File: src/rtl/mult_div_unit.sv
// Iterative 32-bit multiply/divide unit (MULT, MULTU, DIV, DIVU) feeding the HI/LO write path.
// One shift-add or restoring shift-subtract step per clock, then a sign-fixup cycle.
module mult_div_unit #(
    parameter int WIDTH = 32,
    parameter int CNT_W = 6
) (
    input  logic             clk,
    input  logic             reset,
    input  logic             start,
    input  logic [1:0]       op,
    input  logic [WIDTH-1:0] op_a,
    input  logic [WIDTH-1:0] op_b,
    output logic             busy,
    output logic             done,
    output logic [WIDTH-1:0] hi,
    output logic [WIDTH-1:0] lo,
    output logic             div_by_zero
);

    typedef enum logic [1:0] {IDLE, CALC, FIX} state_t;

    state_t             state, state_next;
    logic               is_div;
    logic               sign_a, sign_b;
    logic [WIDTH-1:0]   a_orig, b_mag;
    logic [2*WIDTH-1:0] acc, acc_step;
    logic [CNT_W-1:0]   cnt;

    logic               in_sign_a, in_sign_b;
    logic [WIDTH-1:0]   in_mag_a, in_mag_b;
    logic [WIDTH:0]     mul_sum, rem_sh, rem_diff;
    logic [2*WIDTH-1:0] prod_fix;
    logic [WIDTH-1:0]   fix_hi, fix_lo;
    logic               last_iter;

    assign last_iter = (cnt == CNT_W'(WIDTH - 1));

    always_ff @(posedge clk) begin
        if (reset) state <= IDLE;
        else       state <= state_next;
    end

    always_comb begin
        state_next = state;
        case (state)
            IDLE:    if (start) state_next = CALC;
            CALC:    if (last_iter) state_next = FIX;
            FIX:     state_next = IDLE;
            default: state_next = IDLE;
        endcase
    end

    always_comb begin
        busy = (state != IDLE);
    end

    // Operand conditioning: op[0]=0 selects the signed variants.
    always_comb begin
        in_sign_a = ~op[0] & op_a[WIDTH-1];
        in_sign_b = ~op[0] & op_b[WIDTH-1];
        in_mag_a  = in_sign_a ? -op_a : op_a;
        in_mag_b  = in_sign_b ? -op_b : op_b;
    end

    // acc = {partial product | remainder, multiplier bits | dividend/quotient bits}
    always_comb begin
        mul_sum  = {1'b0, acc[2*WIDTH-1:WIDTH]} + (acc[0] ? {1'b0, b_mag} : '0);
        rem_sh   = {acc[2*WIDTH-1:WIDTH], acc[WIDTH-1]};
        rem_diff = rem_sh - {1'b0, b_mag};
        if (is_div) begin
            if (rem_diff[WIDTH]) acc_step = {rem_sh[WIDTH-1:0], acc[WIDTH-2:0], 1'b0};
            else                 acc_step = {rem_diff[WIDTH-1:0], acc[WIDTH-2:0], 1'b1};
        end else begin
            acc_step = {mul_sum, acc[WIDTH-1:1]};
        end
    end

    always_comb begin
        prod_fix = (sign_a ^ sign_b) ? -acc : acc;
        fix_hi   = prod_fix[2*WIDTH-1:WIDTH];
        fix_lo   = prod_fix[WIDTH-1:0];
        if (is_div) begin
            if (b_mag == '0) begin
                fix_hi = a_orig;
                fix_lo = '1;
            end else begin
                // Most-negative / -1 wraps back to itself through the negate.
                fix_lo = (sign_a ^ sign_b) ? -acc[WIDTH-1:0] : acc[WIDTH-1:0];
                fix_hi = sign_a ? -acc[2*WIDTH-1:WIDTH] : acc[2*WIDTH-1:WIDTH];
            end
        end
    end

    always_ff @(posedge clk) begin
        if (reset) begin
            is_div      <= 1'b0;
            sign_a      <= 1'b0;
            sign_b      <= 1'b0;
            a_orig      <= '0;
            b_mag       <= '0;
            acc         <= '0;
            cnt         <= '0;
            hi          <= '0;
            lo          <= '0;
            done        <= 1'b0;
            div_by_zero <= 1'b0;
        end else begin
            done <= 1'b0;
            case (state)
                IDLE: begin
                    if (start) begin
                        is_div      <= op[1];
                        sign_a      <= in_sign_a;
                        sign_b      <= in_sign_b;
                        a_orig      <= op_a;
                        b_mag       <= in_mag_b;
                        acc         <= {{WIDTH{1'b0}}, in_mag_a};
                        cnt         <= '0;
                        div_by_zero <= 1'b0;
                    end
                end
                CALC: begin
                    acc <= acc_step;
                    cnt <= cnt + 1'b1;
                end
                FIX: begin
                    hi          <= fix_hi;
                    lo          <= fix_lo;
                    done        <= 1'b1;
                    div_by_zero <= is_div & (b_mag == '0);
                end
                default: ;
            endcase
        end
    end

endmodule

File: config.mk
export PLATFORM = sky130hd
export DESIGN_NAME = mult_div_unit
export DESIGN_NICKNAME = d
export VERILOG_FILES = /design/src/rtl/mult_div_unit.sv
export SDC_FILE = /design/constraint.sdc
export NUM_CORES = 1
export LEC_CHECK = 0
export CORE_MARGIN = 4
export CORE_UTILIZATION = 42
export DETAILED_ROUTE_END_ITERATION = 6
export HOLD_SLACK_MARGIN = 0.08
export PLACE_DENSITY = 0.68
export SLEW_MARGIN = 5
export SYNTH_ARGS = -nofsm -noshare
export SYNTH_HDL_FRONTEND = slang
export SYNTH_SLANG_ARGS = --single-unit
File: constraint.sdc
create_clock -name clk -period 5 [get_ports clk]
set_clock_uncertainty 0.1 [all_clocks]
set_input_delay 1 -clock clk [delete_from_list [all_inputs] [get_ports clk]]
set_output_delay 1 -clock clk [all_outputs]
set_load 0.05 [all_outputs]
==> results_dict.tcl, run 1 <==
set metrics [dict create \
    grt_pass1_vias 14700 \
    seqPwrFrac_pct 37.2 \
    maxCapViolCount 0 \
    finalHoldViolCount 0 \
    dieWidth_microns 201 \
    cts_root_buffer "clkbuf_16" \
    period_needed_ns 4.06 \
    initial_core_util_pct 42.7 \
    whs_path_depth 2 \
    finalPower_w 0.00492 \
    finish.utilization_pct 49.4 \
    cp_num_buf_inv 1 \
    placed_cell_area_sq_um 17200 \
    synthesis.area_sq_um 15600 \
    min-delay-path-class "reg -> reg" \
    async_flop_share_pct 0 \
    yosys_warnings 0 \
    grt_max_degree 97 \
    num_antenna_cells 0 \
    ys_seq_area_share_pct 26.3 \
    core.rowCount 70 \
    crit_family "compound AO/OA/AOI/OAI gates" \
    fmax_mhz 246 \
    post-place-ws_ns 0.789 \
    cts.sinks 205 \
    slowest_stage "o21ai_0" \
    vias 15900 \
    crit_fanout 12 \
    clkLatencyLatePin_ns 0.53 \
    drt_wl_total_mm 51.6 \
    status "finished, final reports clean" \
    end_kind "flop" \
    grt_overflow 0 \
    h-tree-depth 1 \
    final_cell_mix "nor2_1 (268), a21oi_1 (211), nand2_1 (206)" \
    final_common_cell "nor2_1" \
    worst_slew_pin_slew_ns 0.952 \
    drtPass1Iterations 7 \
    clkTransAtPathRegs_ns 0.06 \
    n_fill_cell 3670 \
    path_cells "inv_1 > nor2_1 > ha_1 > nand2_1 > o311a_1 > o31a_1 > o21ai_0 > a41oi_1 > o31a_1 > o21ai_0 > mux2i_1 > o211ai_1" \
    hold_buffers 0 \
    nets 2288 \
    finish.instance_area_sq_um 18100 \
    clockBufferDepth 3 \
    switching_power_w 0.00156 \
    setup_violations 0 \
    die_area_sq_um 40300 \
    synth.distinct_cells 82 \
    synth_area_per_cell_sq_um 7.36 \
    power_leakage_nw 6.93 \
    combPwrFrac_pct 23.8 \
    crit_required_ns 5.27 \
    p_int_w 0.00336 \
    worstSetupStartpointType "flop" \
    fin_ws_ns 0.940 \
    cts_tree "built" \
    drv_slew 0 \
    numPortBuffers 135 \
    period_share_pct 81.2 \
    p_per_area_nw_per_um2 272 \
    synth_seq_cells 205 \
    syn_to_final_growth_pct 15.8 \
    postRouteAntennaNets 0 \
    syn-num-nets 2261 \
    synth-main-ff-cell "dfxtp_1" \
    place_hpwl_mm 38.8 \
    fin_setup_tns_ns 0 \
    reg2reg_depth 12 \
    ir_drop_mv 0.224 \
    post_cts_buffers 0 \
    max_slew_margin_pct 36.5 \
    rsz0062_at_grt "no" \
    gp_congestion 0.979 \
    drc 0 \
    max_stage_delay_ns 0.50 \
    path_class "reg -> reg" \
    routedWlPerCell_microns 19.6 \
    drive_above_1_share_pct 5.03 \
    grt_pass1_wl_mm 81.9 \
    antenna_found_initial 0 \
    clock_power_share_pct 38.9 \
    drt-vias-per-instance 6.02 \
    ioPinCount 136 \
    track_usage_pct 24.3 \
    numCtsBuffers 24 \
    dieHeight_microns 201 \
    cp_data_arrival_time_ns 4.33 \
    switching_share_pct 31.7 \
    synthCells 2121 \
    first_iter_violations 1471 \
    cts_resized 0 \
    coreArea_sq_um 36600 \
    path_depth 12 \
    synth_edf_count 0 \
]
## worst paths after layout
| check | startpoint | end | slack, ns |
|---|---|---|---|
| hold reg to reg | a_orig[24] | a_orig[24] | 0.36 |
| setup reg to reg | acc[0] | acc[60] | 0.94 |
| setup / recovery | acc[0] | acc[60] | 0.94 |
| hold / removal | a_orig[24] | a_orig[24] | 0.36 |
## Yosys cell counts, drive strengths merged (10+ instances only)
master / instances / share of area (%)
a211oi: 84 / 4.0
a21o: 27 / 1.3
a21oi: 211 / 6.8
a22oi: 20 / 0.96
a311oi: 20 / 1.1
a31oi: 17 / 0.68
and2: 13 / 0.52
and3: 11 / 0.44
buf: 26 / 0.75
clkbuf: 139 / 3.4
dfxtp: 205 / 26
ha: 69 / 5.5
inv: 70 / 1.7
mux2i: 46 / 2.9
nand2: 207 / 5.0
nand2b: 14 / 0.56
nand3: 21 / 0.75
nand4: 12 / 0.48
nor2: 269 / 6.5
nor2b: 14 / 0.56
nor3: 46 / 1.5
nor4: 33 / 1.6
o211ai: 33 / 1.6
o21ai: 134 / 4.3
o22ai: 25 / 1.0
o31ai: 27 / 1.4
o41ai: 11 / 0.71
or3: 19 / 0.79
or4: 10 / 0.53
xnor2: 112 / 6.3
xor2: 84 / 4.7
## worst reg2reg max path: cells and delay by family (launching register included)
kind                     cells  cell delay (ns)
multiplexers                 1             0.21
adder cells (fa/ha/maj)      1             0.39
buffers and inverters        1             0.48
AND/OR/NAND/NOR              2             0.23
AO/OA/AOI/OAI                7             2.14
flip-flops                   1             0.38
## cells by family (layout without fill, tap and decap cells)
logic type,after synthesis,in the layout,synth area share (%)
flops,205,205,26.3
fa+ha+maj,71,71,5.78
mux,48,48,3.09
simple gates,689,689,20.2
xor+xnor,196,196,11.0
buf+inv,235,280,5.78
compound gates,677,677,27.8
## through the flow
stage               std cells  hold slack (ns)
CTS                      2634            0.357
detailed placement       2590            0.348
finish                   2634            0.359
floorplan                2121            0.336
global placement         2590            0.347
global route             2634            0.369
## power by group through the flow
stage | combinational [W] | clock, W | sequential, W
after floorplan | 0.000872 | 0 | 0.00179
after global placement | 0.00114 | 0 | 0.00186
after detailed placement | 0.00115 | 0 | 0.00186
after CTS | 0.00115 | 0.00195 | 0.00183
after global routing | 0.00129 | 0.00201 | 0.00184
final | 0.00117 | 0.00192 | 0.00183
## cell type report
type / count / area [sq um] / area share [%]
flip-flops and latches: 205 / 4110 / 22.7
clock buffers: 36 / 717 / 3.96
well taps: 468 / 586 / 3.24
inverters: 70 / 263 / 1.45
clock inverters: 8 / 145 / 0.802
multi-input cells: 1681 / 10700 / 58.9
repair buffers: 166 / 1610 / 8.90
## registers in the layout (all words and copies together) (netlist names)
signal	flops
acc	64
state	2
sign_b	1
div_by_zero	1
is_div	1
sign_a	1
a_orig	32
done	1
lo	32
cnt	6
hi	32
b_mag	32
## layer usage
metal / global-route usage [%] / part of all wire, % / up-vias
met5: 0 / 0 / -
met4: 6.24 / 2.9 / 0
met3: 3.21 / 8.2 / 104
met2: 38.1 / 43 / 727
met1: 35.3 / 46 / 7373
li1: - / - / 7665
No activity file was read; power rests on OpenSTA's default activity.
==> inputs of run 2 (changes only) <==
Settings changed: PLACE_DENSITY 0.68 to 0.7.
Clock period 5 ns to 3.7 ns, I/O delays scaled along.
==> run 2 against run 1 <==
  * Largest cell class unchanged
  * Largest power group unchanged
  * Highest routed layer unchanged
  * Sequential share of layout area down 0.73 points
  * Critical endpoint is now hi[9]
  * Hold slack better by 0.00089 ns
  * Count of clock-buffer cells in the layout down 4
  * First-iteration DRC count up 11%
  * Sequential power up 33%
  * Clock power up 32%
  * Cell area up 3.3%
==> results_dict.tcl, run 2 (synthesis gave the netlist of run 1 again) <==
set metrics [dict create \
    hold_buffers 0 \
    clkLatencyLatePin_ns 0.53 \
    cts_root_buffer "clkbuf_16" \
    cts.sinks 205 \
    core.rowCount 70 \
    cp_num_buf_inv 1 \
    dieWidth_microns 201 \
    routedWlPerCell_microns 19.6 \
    path_class "reg -> reg" \
    fin_setup_tns_ns 0 \
    clkTransAtPathRegs_ns 0.06 \
    nets 2372 \
    power_leakage_nw 7.33 \
    p_per_area_nw_per_um2 358 \
    finalPower_w 0.00669 \
    dieHeight_microns 201 \
    drt-met1-wl_mm 23.5 \
    grt_overflow 0 \
    final_cell_mix "nor2_1 (267), a21oi_1 (210), nand2_1 (206)" \
    placed_cell_area_sq_um 17800 \
    place_hpwl_mm 40.7 \
    ir_drop_mv 0.309 \
    largest_reg_flops 64 \
    h-tree-depth 1 \
    syn_to_final_growth_pct 19.7 \
    drc 0 \
    cts_tree "built" \
    period_share_pct 97.7 \
    crit_required_ns 4.05 \
    postRouteAntennaNets 0 \
    finish.utilization_pct 51.0 \
    numPortBuffers 135 \
    grt_pass1_vias 15100 \
    gp_congestion 0.989 \
    coreArea_sq_um 36600 \
    end_kind "flop" \
    holdWs_ns 0.360 \
    n_fill_cell 3539 \
    rsz0062_at_grt "no" \
    drtPass1Iterations 7 \
    max_stage_delay_ns 0.60 \
    fmax_mhz 277 \
    finish.instance_area_sq_um 18700 \
    drive_above_1_share_pct 8.68 \
    worst_slew_pin_slew_ns 1.06 \
    status "finished, final reports clean" \
    largest-register "acc" \
    antenna_found_initial 0 \
    crit_family "simple AND/OR/NAND/NOR gates" \
    max_slew_margin_pct 28.7 \
    cp_data_arrival_time_ns 3.97 \
    met2_length_mm 23.4 \
    setup_violations 0 \
    initial_core_util_pct 42.7 \
    worstSetupStartpointType "flop" \
    first_iter_violations 1632 \
    maxCapViolCount 0 \
    finalHoldViolCount 0 \
    min-delay-path-class "reg -> reg" \
    dr_wl_met3_mm 4.86 \
    drt-vias-per-instance 6.07 \
    track_usage_pct 24.8 \
    vias 16500 \
    final_common_cell "nor2_1" \
    die_area_sq_um 40300 \
    path_cells "buf_4 > or4_4 > nor4_4 > nand4b_2 > o31ai_2 > o21ai_2 > xnor2_1 > o21ai_0 > o21ai_0 > nor2_1" \
    period_needed_ns 3.61 \
    grt_pass1_wl_mm 83.9 \
    cp_common_cell "o21ai_0" \
    num_antenna_cells 0 \
    numCtsBuffers 25 \
    ioPinCount 136 \
    clockBufferDepth 3 \
    route.top_layer_used "met4" \
    grt_max_degree 92 \
    drt_wl_total_mm 53.2 \
    crit_fanout 5 \
    slowest_stage "or4_4" \
    drv_slew 0 \
]
run 2: worst paths after layout:
check | startpoint | to | slack [ns] | depth (start not counted)
worst max-delay path | acc[0] | hi[9] | 0.09 | 10
worst min-delay path | hi[31] | hi[31] | 0.36 | 2
worst max register to register | acc[0] | hi[9] | 0.09 | 10
worst min register to register | hi[31] | hi[31] | 0.36 | 2
run 2: tightest hold or removal path, cell delays in order, from the launching register on:
cell and delay (ns):
dfxtp_1 0.31, nand2_1 0.05, a21oi_1 0.05
run 2: layer usage:
metal	global-route usage [%]	up-vias
met4	6.05	0
met1	35.7	7713
met5	0	-
li1	-	7842
met3	3.20	111
met2	39.6	802
run 2: what timing repair did:
| item | 4_1_cts | 5_1_grt |
|---|---|---|
| setup buffers | 0 | 0 |
| gates resized for setup | 0 | 5 |
| endpoints found under the setup margin | 0 | 4 |
| hold endpoints to repair | 0 | 0 |
run 2: layout make-up:
class	instances	area [sq um]	share of cell area, %
repair buffers	249	2220	11.9
clock inverters	9	155	0.830
flip-flops and latches	205	4110	22.0
multi-input cells	1681	10700	57.2
clock buffers	32	672	3.60
well taps	468	586	3.13
inverters	70	263	1.41
run 2: stage by stage:
stage / setup WS [ns] / cells
floorplan: 0.363 / 2121
global placement: 0.147 / 2673
detailed placement: 0.117 / 2673
CTS: 0.232 / 2714
global route: 0.00658 / 2714
finish: 0.0869 / 2714
run 2: where the power goes:
part | switching [W] | leakage, nW | total [W] | internal, W
clock | 0.000983 | 0.401 | 0.00253 | 0.00155
combinational | 0.00103 | 5.26 | 0.00172 | 0.000681
sequential | 0.000132 | 1.67 | 0.00244 | 0.00231
total | 0.00215 | 7.33 | 0.00669 | 0.00454
==> inputs of run 3 (changes only) <==
Settings changed: PLACE_DENSITY 0.7 to 0.68, REMOVE_ABC_BUFFERS from default to 1.
Clock period 3.7 ns to 4.1 ns, I/O delays scaled along.
==> run 3 against run 2 <==
  * Cell area down 0.70%
  * Fmax fell by 3.4%
  * Critical path depth up 6
  * Die area did not move
  * Sequential power decreased by 9.4%
  * Via count decreased by 3.8%
  * Global-route usage rose by 0.073 points
  * Hold slack got worse by 0.0029 ns
==> results_dict.tcl, run 3 (synthesis gave the netlist of run 1 again) <==
set metrics [dict create \
    max_slew_margin_pct 28.8 \
    rr_startpoint "acc[0]" \
    antenna_found_initial 1 \
    drive_above_1_share_pct 7.44 \
    final_common_cell "nor2_1" \
    setup_violations 0 \
    worstSetupStartpointType "flop" \
    switching_power_w 0.00197 \
    cts_tree "built" \
    cts.sinks 205 \
    final_cell_mix "nor2_1 (268), a21oi_1 (211), nand2_1 (206)" \
    rsz0062_at_grt "no" \
    coreArea_sq_um 36600 \
    drt_wl_total_mm 52.8 \
    drt-vias-per-instance 5.90 \
    crit_family "compound AO/OA/AOI/OAI gates" \
    grt_overflow 0 \
    period_share_pct 91.3 \
    reg2reg_depth 16 \
    cp_data_arrival_time_ns 4.06 \
    routedWlPerCell_microns 19.6 \
    p_int_w 0.00420 \
    place_hpwl_mm 39.6 \
    track_usage_pct 24.9 \
    path_depth 16 \
    grt_pass1_vias 15200 \
    cp_common_cell "buf_4" \
    clkLatencyLatePin_ns 0.56 \
    max_stage_delay_ns 0.55 \
    cp_num_buf_inv 4 \
    core.rowCount 70 \
    n_fill_cell 3634 \
    end_kind "flop" \
    post_cts_buffers 0 \
    fmax_mhz 267 \
    drv_slew 0 \
    crit_start "acc[0]" \
    finish.utilization_pct 50.7 \
    dieHeight_microns 201 \
    num_antenna_cells 0 \
    ioPinCount 136 \
    gp_congestion 0.943 \
    grt_pass1_wl_mm 83.2 \
    fin_setup_tns_ns 0 \
    worst_slew_pin_slew_ns 1.06 \
    syn_to_final_growth_pct 18.8 \
    grt_max_degree 87 \
    largest_reg_flops 64 \
    clock_power_share_pct 39.8 \
    postRouteAntennaNets 0 \
    min-delay-path-class "reg -> reg" \
    rr_endpoint "acc[59]" \
    nets 2339 \
    h-tree-depth 1 \
    initial_core_util_pct 42.7 \
    die_area_sq_um 40300 \
    finalHoldViolCount 0 \
    first_iter_violations 1046 \
    drtPass1Iterations 6 \
    vias 15800 \
    period_needed_ns 3.74 \
    r2r_slack_ns 0.36 \
    crit_fanout 6 \
    numPortBuffers 135 \
    cp-endpoint "acc[59]" \
    path_class "reg -> reg" \
    p_per_area_nw_per_um2 333 \
    switching_share_pct 31.9 \
    dieWidth_microns 201 \
    seqPwrFrac_pct 35.8 \
    numCtsBuffers 26 \
    cts_root_buffer "clkbuf_16" \
    combPwrFrac_pct 24.4 \
    path_cells "and2_1 > ha_1 > inv_1 > fa_1 > nand2b_1 > a21oi_1 > o21ai_0 > buf_4 > o22ai_1 > a311oi_1 > buf_4 > o31ai_1 > buf_4 > xor2_1 > a22oi_1 > o21ai_0" \
    hold_buffers 0 \
    holdWs_ns 0.357 \
    slowest_stage "dfxtp_1" \
    largest-register "acc" \
    power_leakage_nw 7.24 \
    crit_required_ns 4.42 \
    clkTransAtPathRegs_ns 0.06 \
    cts_resized 0 \
    clockBufferDepth 3 \
    ir_drop_mv 0.217 \
    drc 0 \
    status "finished, final reports clean" \
    maxCapViolCount 0 \
]
==> run 3: layer usage <==
| metal | track usage, % | routed length [microns] | up-vias |
|---|---|---|---|
| met3 | 2.75 | 3120 | 104 |
| met4 | 9.71 | 2270 | 0 |
| li1 | - | - | 7778 |
| met5 | 0 | 0 | - |
| met2 | 40.9 | 23700 | 555 |
| met1 | 33.7 | 23600 | 7411 |
==> run 3: worst min path at each step <==
stage	from	depth (start not counted)	slack (ns)	to
floorplan	a_orig[26]	2	0.33	a_orig[26]
global placement	a_orig[28]	2	0.34	a_orig[28]
detailed placement	hi[23]	2	0.35	hi[23]
CTS	a_orig[5]	2	0.36	a_orig[5]
global route	hi[22]	2	0.37	hi[22]
finish	hi[23]	2	0.36	hi[23]
==> run 3: power groups by stage <==
stage / registers [W] / clock network [W] / logic [W]
finish: 0.00221 / 0.00245 / 0.00151
CTS: 0.00221 / 0.00251 / 0.00149
floorplan: 0.00223 / 0 / 0.000967
detailed placement: 0.00225 / 0 / 0.00148
global route: 0.00222 / 0.00259 / 0.00165
global placement: 0.00225 / 0 / 0.00147
==> run 3: worst reg2reg max path, delay by kind of cell (launching register included) <==
| family | cells | cell delay (ns) |
|---|---|---|
| adder cells (fa/ha/maj) | 2 | 0.61 |
| AND/OR/NAND/NOR | 2 | 0.38 |
| buffers and inverters | 4 | 0.57 |
| XOR/XNOR | 1 | 0.05 |
| flip-flops | 1 | 0.55 |
| AO/OA/AOI/OAI | 7 | 1.34 |
==> run 3: area by class of cell <==
class	instances	area [sq um]	area share [%]
Inverter	70	263	1.42
Clock buffer	35	744	4.01
Timing Repair Buffer	215	2020	10.9
Sequential cell	205	4110	22.1
Tap cell	468	586	3.16
Multi-Input combinational cell	1681	10700	57.5
Clock inverter	13	180	0.971
==> run 3: metrics by stage <==
stage,area [sq um],power (W),std cells,worst slack [ns]
3_3_place_gp,17600,0.00372,2639,0.286
5_1_grt,18600,0.00646,2687,0.155
6_report,18600,0.00617,2687,0.358
2_1_floorplan,15000,0.00320,1956,-0.733
3_5_place_dp,17600,0.00373,2639,0.240
4_1_cts,18600,0.00621,2687,0.373
